$ cat src/rtl/mode_stopwatch2_if.sv
// Control/display bundle between the LCD watch core and the stopwatch mode.
// The master drives pulses and the character index; the slave returns the character and status.
interface mode_stopwatch2_if #(
   parameter int unsigned IDX_W = 5
);
   logic             en_100hz;
   logic             btn_start;
   logic             btn_lap;
   logic             btn_clear;
   logic [IDX_W-1:0] index;
   logic [7:0]       out;
   logic             running;
   logic [3:0]       lap_count;

   modport master (
      output en_100hz, btn_start, btn_lap, btn_clear, index,
      input  out, running, lap_count
   );

   modport slave (
      input  en_100hz, btn_start, btn_lap, btn_clear, index,
      output out, running, lap_count
   );
endinterface

$ cat src/rtl/mode_stopwatch2.sv
// Stopwatch mode: BCD MM:SS.CC counter, run/stop/clear control, circular lap buffer,
// and a registered ASCII renderer addressed by the LCD character index.
module mode_stopwatch2 #(
   parameter int unsigned COLS      = 16,
   parameter int unsigned LINES     = 2,
   parameter int unsigned LAP_DEPTH = 4,
   parameter int unsigned MAX_MIN   = 99,
   parameter int unsigned IDX_W     = 5
) (
   input logic             clk,
   input logic             rst,
   mode_stopwatch2_if.slave bus
);

   localparam int unsigned    PtrW      = (LAP_DEPTH > 1) ? $clog2(LAP_DEPTH) : 1;
   localparam logic [7:0]     MaxMinBcd = {4'(MAX_MIN / 10), 4'(MAX_MIN % 10)};
   localparam logic [PtrW-1:0] LastPtr  = PtrW'(LAP_DEPTH - 1);
   localparam logic [3:0]     FullCount = 4'(LAP_DEPTH);

   typedef enum logic [1:0] {StIdle, StRun, StStop} state_e;

   // Time packing: {m_hi, m_lo, s_hi, s_lo, c_hi, c_lo}, one BCD nibble each.
   state_e           state_q, state_d;
   logic [23:0]      time_q, time_d;
   logic [23:0]      lap_q [LAP_DEPTH];
   logic [23:0]      lap_d [LAP_DEPTH];
   logic [3:0]       lap_count_q, lap_count_d;
   logic [PtrW-1:0]  wr_ptr_q, wr_ptr_d;
   logic [PtrW-1:0]  view_ptr_q, view_ptr_d;
   logic [7:0]       out_q, out_d;

   logic             at_max;
   int unsigned      age;
   logic             at_oldest;
   logic [3:0]       lap_num;
   logic [IDX_W-1:0] index_w;
   int unsigned      idx, line, col;

   function automatic logic [23:0] bcd_inc(logic [23:0] t);
      logic [23:0] r;
      r = t;
      if (t[3:0] != 4'd9) r[3:0] = t[3:0] + 4'd1;
      else begin
         r[3:0] = 4'd0;
         if (t[7:4] != 4'd9) r[7:4] = t[7:4] + 4'd1;
         else begin
            r[7:4] = 4'd0;
            if (t[11:8] != 4'd9) r[11:8] = t[11:8] + 4'd1;
            else begin
               r[11:8] = 4'd0;
               if (t[15:12] != 4'd5) r[15:12] = t[15:12] + 4'd1;
               else begin
                  r[15:12] = 4'd0;
                  if (t[19:16] != 4'd9) r[19:16] = t[19:16] + 4'd1;
                  else begin
                     r[19:16] = 4'd0;
                     r[23:20] = t[23:20] + 4'd1;
                  end
               end
            end
         end
      end
      return r;
   endfunction

   function automatic logic [7:0] state_char(state_e s, logic [1:0] pos);
      logic [31:0] str;
      unique case (s)
         StRun:   str = "RUN ";
         StStop:  str = "STOP";
         default: str = "IDLE";
      endcase
      unique case (pos)
         2'd0: return str[31:24];
         2'd1: return str[23:16];
         2'd2: return str[15:8];
         2'd3: return str[7:0];
      endcase
   endfunction

   function automatic logic [7:0] time_char(logic [23:0] t, logic [2:0] pos, logic dash);
      logic [3:0] d;
      case (pos)
         3'd0:    d = t[23:20];
         3'd1:    d = t[19:16];
         3'd3:    d = t[15:12];
         3'd4:    d = t[11:8];
         3'd6:    d = t[7:4];
         3'd7:    d = t[3:0];
         default: d = 4'd0;
      endcase
      if (pos == 3'd2)      return 8'h3A;
      else if (pos == 3'd5) return 8'h2E;
      else if (dash)        return 8'h2D;
      else                  return 8'h30 + {4'h0, d};
   endfunction

   assign at_max = (time_q[23:16] == MaxMinBcd) && (time_q[15:0] == 16'h5999);

   // Age 0 is the newest entry; the displayed lap number counts down from lap_count.
   assign age       = (32'(wr_ptr_q) + 2 * LAP_DEPTH - 1 - 32'(view_ptr_q)) % LAP_DEPTH;
   assign at_oldest = (age + 1 == 32'(lap_count_q));
   assign lap_num   = lap_count_q - 4'(age);

   always_comb begin
      state_d     = state_q;
      time_d      = time_q;
      lap_d       = lap_q;
      lap_count_d = lap_count_q;
      wr_ptr_d    = wr_ptr_q;
      view_ptr_d  = view_ptr_q;
      unique case (state_q)
         StIdle: begin
            if (bus.btn_start) state_d = StRun;
         end
         StRun: begin
            if (bus.en_100hz) begin
               if (at_max) state_d = StStop;
               else        time_d  = bcd_inc(time_q);
            end
            if (bus.btn_start) begin
               state_d = StStop;
            end else if (bus.btn_lap) begin
               lap_d[wr_ptr_q] = time_q;
               wr_ptr_d        = (wr_ptr_q == LastPtr) ? '0 : wr_ptr_q + 1'b1;
               view_ptr_d      = wr_ptr_q;
               if (lap_count_q != FullCount) lap_count_d = lap_count_q + 4'd1;
            end
         end
         StStop: begin
            if (bus.btn_start) begin
               state_d = StRun;
            end else if (bus.btn_clear) begin
               state_d     = StIdle;
               time_d      = '0;
               lap_count_d = '0;
               wr_ptr_d    = '0;
               view_ptr_d  = '0;
            end else if (bus.btn_lap && (lap_count_q != 4'd0)) begin
               if (at_oldest) view_ptr_d = (wr_ptr_q == '0) ? LastPtr : wr_ptr_q - 1'b1;
               else           view_ptr_d = (view_ptr_q == '0) ? LastPtr : view_ptr_q - 1'b1;
            end
         end
         default: state_d = StIdle;
      endcase
   end

   assign index_w = bus.index;
   assign idx     = 32'(index_w);
   assign line    = idx / COLS;
   assign col     = idx % COLS;

   always_comb begin
      out_d = 8'h20;
      if (idx < COLS * LINES) begin
         if (line == 0) begin
            if (col < 4)                    out_d = state_char(state_q, 2'(col));
            else if (col >= 5 && col <= 12) out_d = time_char(time_q, 3'(col - 5), 1'b0);
         end else if (line == 1) begin
            if (col == 0) begin
               out_d = 8'h4C;
            end else if (col == 1) begin
               out_d = (lap_count_q == 4'd0) ? 8'h2D : 8'h30 + {4'h0, lap_num};
            end else if (col >= 5 && col <= 12) begin
               out_d = time_char(lap_q[view_ptr_q], 3'(col - 5), lap_count_q == 4'd0);
            end
         end
      end
   end

   always_ff @(posedge clk or negedge rst) begin
      if (!rst) begin
         state_q     <= StIdle;
         time_q      <= '0;
         for (int i = 0; i < LAP_DEPTH; i++) lap_q[i] <= '0;
         lap_count_q <= '0;
         wr_ptr_q    <= '0;
         view_ptr_q  <= '0;
         out_q       <= 8'h20;
      end else begin
         state_q     <= state_d;
         time_q      <= time_d;
         lap_q       <= lap_d;
         lap_count_q <= lap_count_d;
         wr_ptr_q    <= wr_ptr_d;
         view_ptr_q  <= view_ptr_d;
         out_q       <= out_d;
      end
   end

   assign bus.out       = out_q;
   assign bus.running   = (state_q == StRun);
   assign bus.lap_count = lap_count_q;

endmodule

$ cat src/flat_wrapper.sv
// flat-port wrapper written by rule: the top's interface ports become plain ports
module mode_stopwatch2_flat 
#(
   parameter int unsigned COLS      = 16,
   parameter int unsigned LINES     = 2,
   parameter int unsigned LAP_DEPTH = 4,
   parameter int unsigned MAX_MIN   = 99,
   parameter int unsigned IDX_W     = 5
)
  (clk, rst, bus_en_100hz, bus_btn_start, bus_btn_lap, bus_btn_clear, bus_index, bus_out, bus_running, bus_lap_count);
  mode_stopwatch2_if #(.IDX_W(IDX_W)) bus_i ();
  input logic clk;
  input logic rst;
  input wire logic [$bits(bus_i.en_100hz)-1:0] bus_en_100hz;
  input wire logic [$bits(bus_i.btn_start)-1:0] bus_btn_start;
  input wire logic [$bits(bus_i.btn_lap)-1:0] bus_btn_lap;
  input wire logic [$bits(bus_i.btn_clear)-1:0] bus_btn_clear;
  input wire logic [$bits(bus_i.index)-1:0] bus_index;
  output wire logic [$bits(bus_i.out)-1:0] bus_out;
  output wire logic [$bits(bus_i.running)-1:0] bus_running;
  output wire logic [$bits(bus_i.lap_count)-1:0] bus_lap_count;
  assign bus_i.en_100hz = bus_en_100hz;
  assign bus_i.btn_start = bus_btn_start;
  assign bus_i.btn_lap = bus_btn_lap;
  assign bus_i.btn_clear = bus_btn_clear;
  assign bus_i.index = bus_index;
  assign bus_out = bus_i.out;
  assign bus_running = bus_i.running;
  assign bus_lap_count = bus_i.lap_count;
  mode_stopwatch2 #(.COLS(COLS), .LINES(LINES), .LAP_DEPTH(LAP_DEPTH), .MAX_MIN(MAX_MIN), .IDX_W(IDX_W)) u_core (.clk(clk), .rst(rst), .bus(bus_i));
endmodule
$ cat config.mk
export PLATFORM = sky130hd
export DESIGN_NAME = mode_stopwatch2_flat
export DESIGN_NICKNAME = d
export VERILOG_FILES = /design/src/rtl/mode_stopwatch2_if.sv /design/src/rtl/mode_stopwatch2.sv /design/src/flat_wrapper.sv
export SDC_FILE = /design/constraint.sdc
export NUM_CORES = 1
export LEC_CHECK = 0
export CAP_MARGIN = 40
export CORE_MARGIN = 4
export CORE_UTILIZATION = 36
export DETAILED_ROUTE_END_ITERATION = 16
export PLACE_DENSITY_LB_ADDON = 0.08
export SETUP_SLACK_MARGIN = 0.4
export SYNTH_ARGS = -nofsm -noshare
export SYNTH_HDL_FRONTEND = slang
export SYNTH_SLANG_ARGS = --single-unit
$ cat constraint.sdc
create_clock -name clk -period 8.8 [get_ports clk]
set_clock_uncertainty 0.05 [all_clocks]
set_input_delay 1.76 -clock clk [delete_from_list [all_inputs] [get_ports clk]]
set_output_delay 1.76 -clock clk [all_outputs]
set_load 0.1 [all_outputs]
==> flow_metrics.env <==
export IMPL_cp_required_ns=6.99
export IMPL_min_path_cells=2
export IMPL_min_from="u_core.lap_q[85]$_DFFE_PN0P_"
export IMPL_maxCapViolations=0
export IMPL_cts_resized=0
export IMPL_ys_warnings_count=0
export IMPL_drv_slew=0
export IMPL_holdWs_ns=0.4303
export IMPL_grt_pass1_wl_um=32710
export IMPL_rsz0062_at_grt="no"
export IMPL_routedWlPerCell_um=20.35
export IMPL_multiInputGateArea_um2=3831
export IMPL_holdPathEnd="u_core.lap_q[85]$_DFFE_PN0P_"
export IMPL_drt_initial_drc_count=396
export IMPL_slew_limit_headroom=0.4765
export IMPL_highest_layer="met4"
export IMPL_utilization=0.4323
export IMPL_grt_max_degree=68
export IMPL_yosysMostFrequentCell="dfrtp_1"
export IMPL_core_um2=20430
export IMPL_leakage_uw=0.003846
export IMPL_synth_edf_count=0
export IMPL_setup_viol=0
export IMPL_async_flop_share=1.000
export IMPL_end_kind="output pin"
export IMPL_antenna_found_initial=0
export IMPL_rr_startpoint="u_core.view_ptr_q[0]$_DFFE_PN0P_"
export IMPL_synth_flop_cell="dfrtp_1"
export IMPL_row_count=52
export IMPL_vias=5513
export IMPL_seq_area_um2=3431
export IMPL_clkTransAtPathRegs_ns=0.06
export IMPL_fp_dieH_um=152.9
export IMPL_dp_hpwl_um=13740
export IMPL_post_cts_buffers=0
export IMPL_cts_buffer_depth=2
export IMPL_ctsHoldBuffers=0
export IMPL_path_cells="inv_1, ha_1, clkdlybuf4s50_1, buf_8"
export IMPL_synth_commonest_cells="dfrtp_1 (136), nand2_1 (75), mux2_2 (67)"
export IMPL_ant_nets=0
export IMPL_seq_area_frac_synth=0.4537
export IMPL_r2r_setup_slack_ns=5.42
export IMPL_yosysTopAreaCell="dfrtp_1"
export IMPL_critPathMaxStageDelay_ns=0.64
export IMPL_reg2regPathDepth=11
export IMPL_reg2reg_to="u_core.view_ptr_q[1]$_DFFE_PN0P_"
export IMPL_tns_ns=0
export IMPL_hold_viol_final=0
export IMPL_period_share=0.4793
export IMPL_layout_drive_gt1_share=0.2276
export IMPL_cts_tree="yes"
export IMPL_start_util=0.3700
export IMPL_fin_crit_ns=4.218
export IMPL_layout_nets=753
export IMPL_startpoint_type="flop"
export IMPL_syn_area_um2=7560
export IMPL_ir_drop_mv=0.1437
export IMPL_die_w_um=152.9
export IMPL_synth_area_per_cell_um2=10.86
export IMPL_path_class="reg2out"
export IMPL_hold_path_class="reg2reg"
export IMPL_clock_sinks=137
export IMPL_drt_pass1_iter_count=4
export IMPL_htreeDepth=4
export IMPL_cp_slowest_cell="clkdlybuf4s50_1"
export IMPL_place_gp_congestion=0.9318
export IMPL_numPortBuffers=22
export IMPL_p_per_area_nw_per_um2=376.8
export IMPL_status="finished, final reports clean"
export IMPL_synth_cell_types=66
export IMPL_vias_per_cell=5.541
export IMPL_drc=0
export IMPL_grtUsageTotal=0.1796
export IMPL_tightest_slew_ns=0.7828
export IMPL_ys_top_cells_by_area="dfrtp_1 (45%), mux2_2 (10%), mux4_2 (7.1%)"
export IMPL_routed_wirelength_um=20250
export IMPL_insertion_delay_ns=0.42
export IMPL_cts_root_buf="clkbuf_16"
export IMPL_yosys_area_top_type_share=0.4502
export IMPL_syn_nets=736
export IMPL_diodes=0
export IMPL_first_global_vias=5616
export IMPL_cp_max_fo=15
export IMPL_area_growth_pct=16.82
export IMPL_numCtsBuffers=17
export IMPL_ys_seq_elements=137
export IMPL_die_area_um2=23380
export IMPL_io_pins=24
export IMPL_wl_met1_um=9399
export IMPL_num_fill_cells=1944
export IMPL_cp_arrival_ns=2.41
export IMPL_met2_wirelength_um=9542
export IMPL_grt_ovfl_total=0
export IMPL_wl_met3_um=758
export IMPL_netlist_instances=696
export IMPL_fmax_mhz=237.1
## layout by cell type, fill, tap and decap left out, types with 8 or more instances in the layout
cell             Yosys  routed
ha_1                28      28
o2bb2ai_1            8       8
clkdlybuf4s50_1      0      21
nor2b_1             15      15
nor2_1              29      29
nor3_1              10      10
o21ai_0             59      59
nand2_1             75      75
mux2_2              67      67
inv_1               26      26
buf_8                0      12
mux4_2              24      24
a31oi_1             12      12
clkbuf_16            0      17
nand2b_1            14      14
dfrtp_1            136     135
o31ai_1             10      10
a21oi_1             16      16
buf_4                1      11
nand3_1             16      16
## critical path: cells and delay by family, from the launching register on
family / cells / cell delay (ns)
buffers and inverters: 3 / 0.96
adder cells (fa/ha/maj): 1 / 0.60
flip-flops: 1 / 0.42
## metrics by stage
stage / setup slack (ns) / cell area [um^2] / std cells / total power [uW]
6_report: 4.582 / 8831 / 995 / 3328
5_1_grt: 4.454 / 8831 / 995 / 3559
4_1_cts: 4.547 / 8831 / 995 / 3370
3_5_place_dp: 4.755 / 8209 / 964 / 2596
3_3_place_gp: 4.626 / 8001 / 951 / 2497
2_1_floorplan: 5.610 / 7560 / 696 / 2112
## worst max path at each step
| stage | to | slack [ns] | startpoint |
|---|---|---|---|
| 2_1_floorplan | u_core.time_q[7]$_DFFE_PN0P_ | 5.61 | bus_btn_start |
| 3_3_place_gp | bus_running | 4.63 | u_core.state_q[1]$_DFFE_PN0P_ |
| 3_5_place_dp | u_core.bus.out[0]$_DFF_PN0_ | 4.75 | bus_index[2] |
| 4_1_cts | bus_running | 4.55 | u_core.state_q[1]$_DFFE_PN0P_ |
| 5_1_grt | bus_running | 4.45 | u_core.state_q[1]$_DFFE_PN0P_ |
| 6_report | bus_running | 4.58 | u_core.state_q[1]$_DFFE_PN0P_ |
## final cells by class
class,count,area share
multi-input combinational,485,0.4338
sequential,137,0.3885
tap,270,0.03825
clock buffer,17,0.04817
timing repair buffer,46,0.05795
inverter,26,0.01105
clock inverter,14,0.02224
## metal layers
layer	up-vias	track usage
met2	123	0.2830
met4	0	0.06873
met3	32	0.03478
met1	2794	0.2466
met5	-	0
li1	2564	-
## flip-flops by register name, summed over array words and instances, names as in the netlist
signal and cells:
u_core.lap_q 96, u_core.time_q 24, u_core.bus.out 7, u_core.bus.lap_count 4
u_core.state_q 2, u_core.view_ptr_q 2, u_core.wr_ptr_q 2
## logic make-up (layout without fill, tap and decap cells)
| kind of cell | count (synthesis) | in the layout | share of synthesized area |
|---|---|---|---|
| buf+inv | 74 | 103 | 0.03956 |
| flops | 137 | 137 | 0.4537 |
| xor+xnor | 6 | 6 | 0.006953 |
| simple gates | 198 | 198 | 0.1306 |
| other cells | 1 | 1 | 0.0004960 |
| mux | 103 | 103 | 0.1890 |
| compound gates | 148 | 148 | 0.1308 |
| fa+ha+maj | 29 | 29 | 0.04899 |
## where the power goes
group	switching [uW]	internal (uW)	leakage, uW
sequential	215	878	0.00176
clock	286	475	0.000308
combinational	815	659	0.00178
No activity file was read; power rests on OpenSTA's default activity.
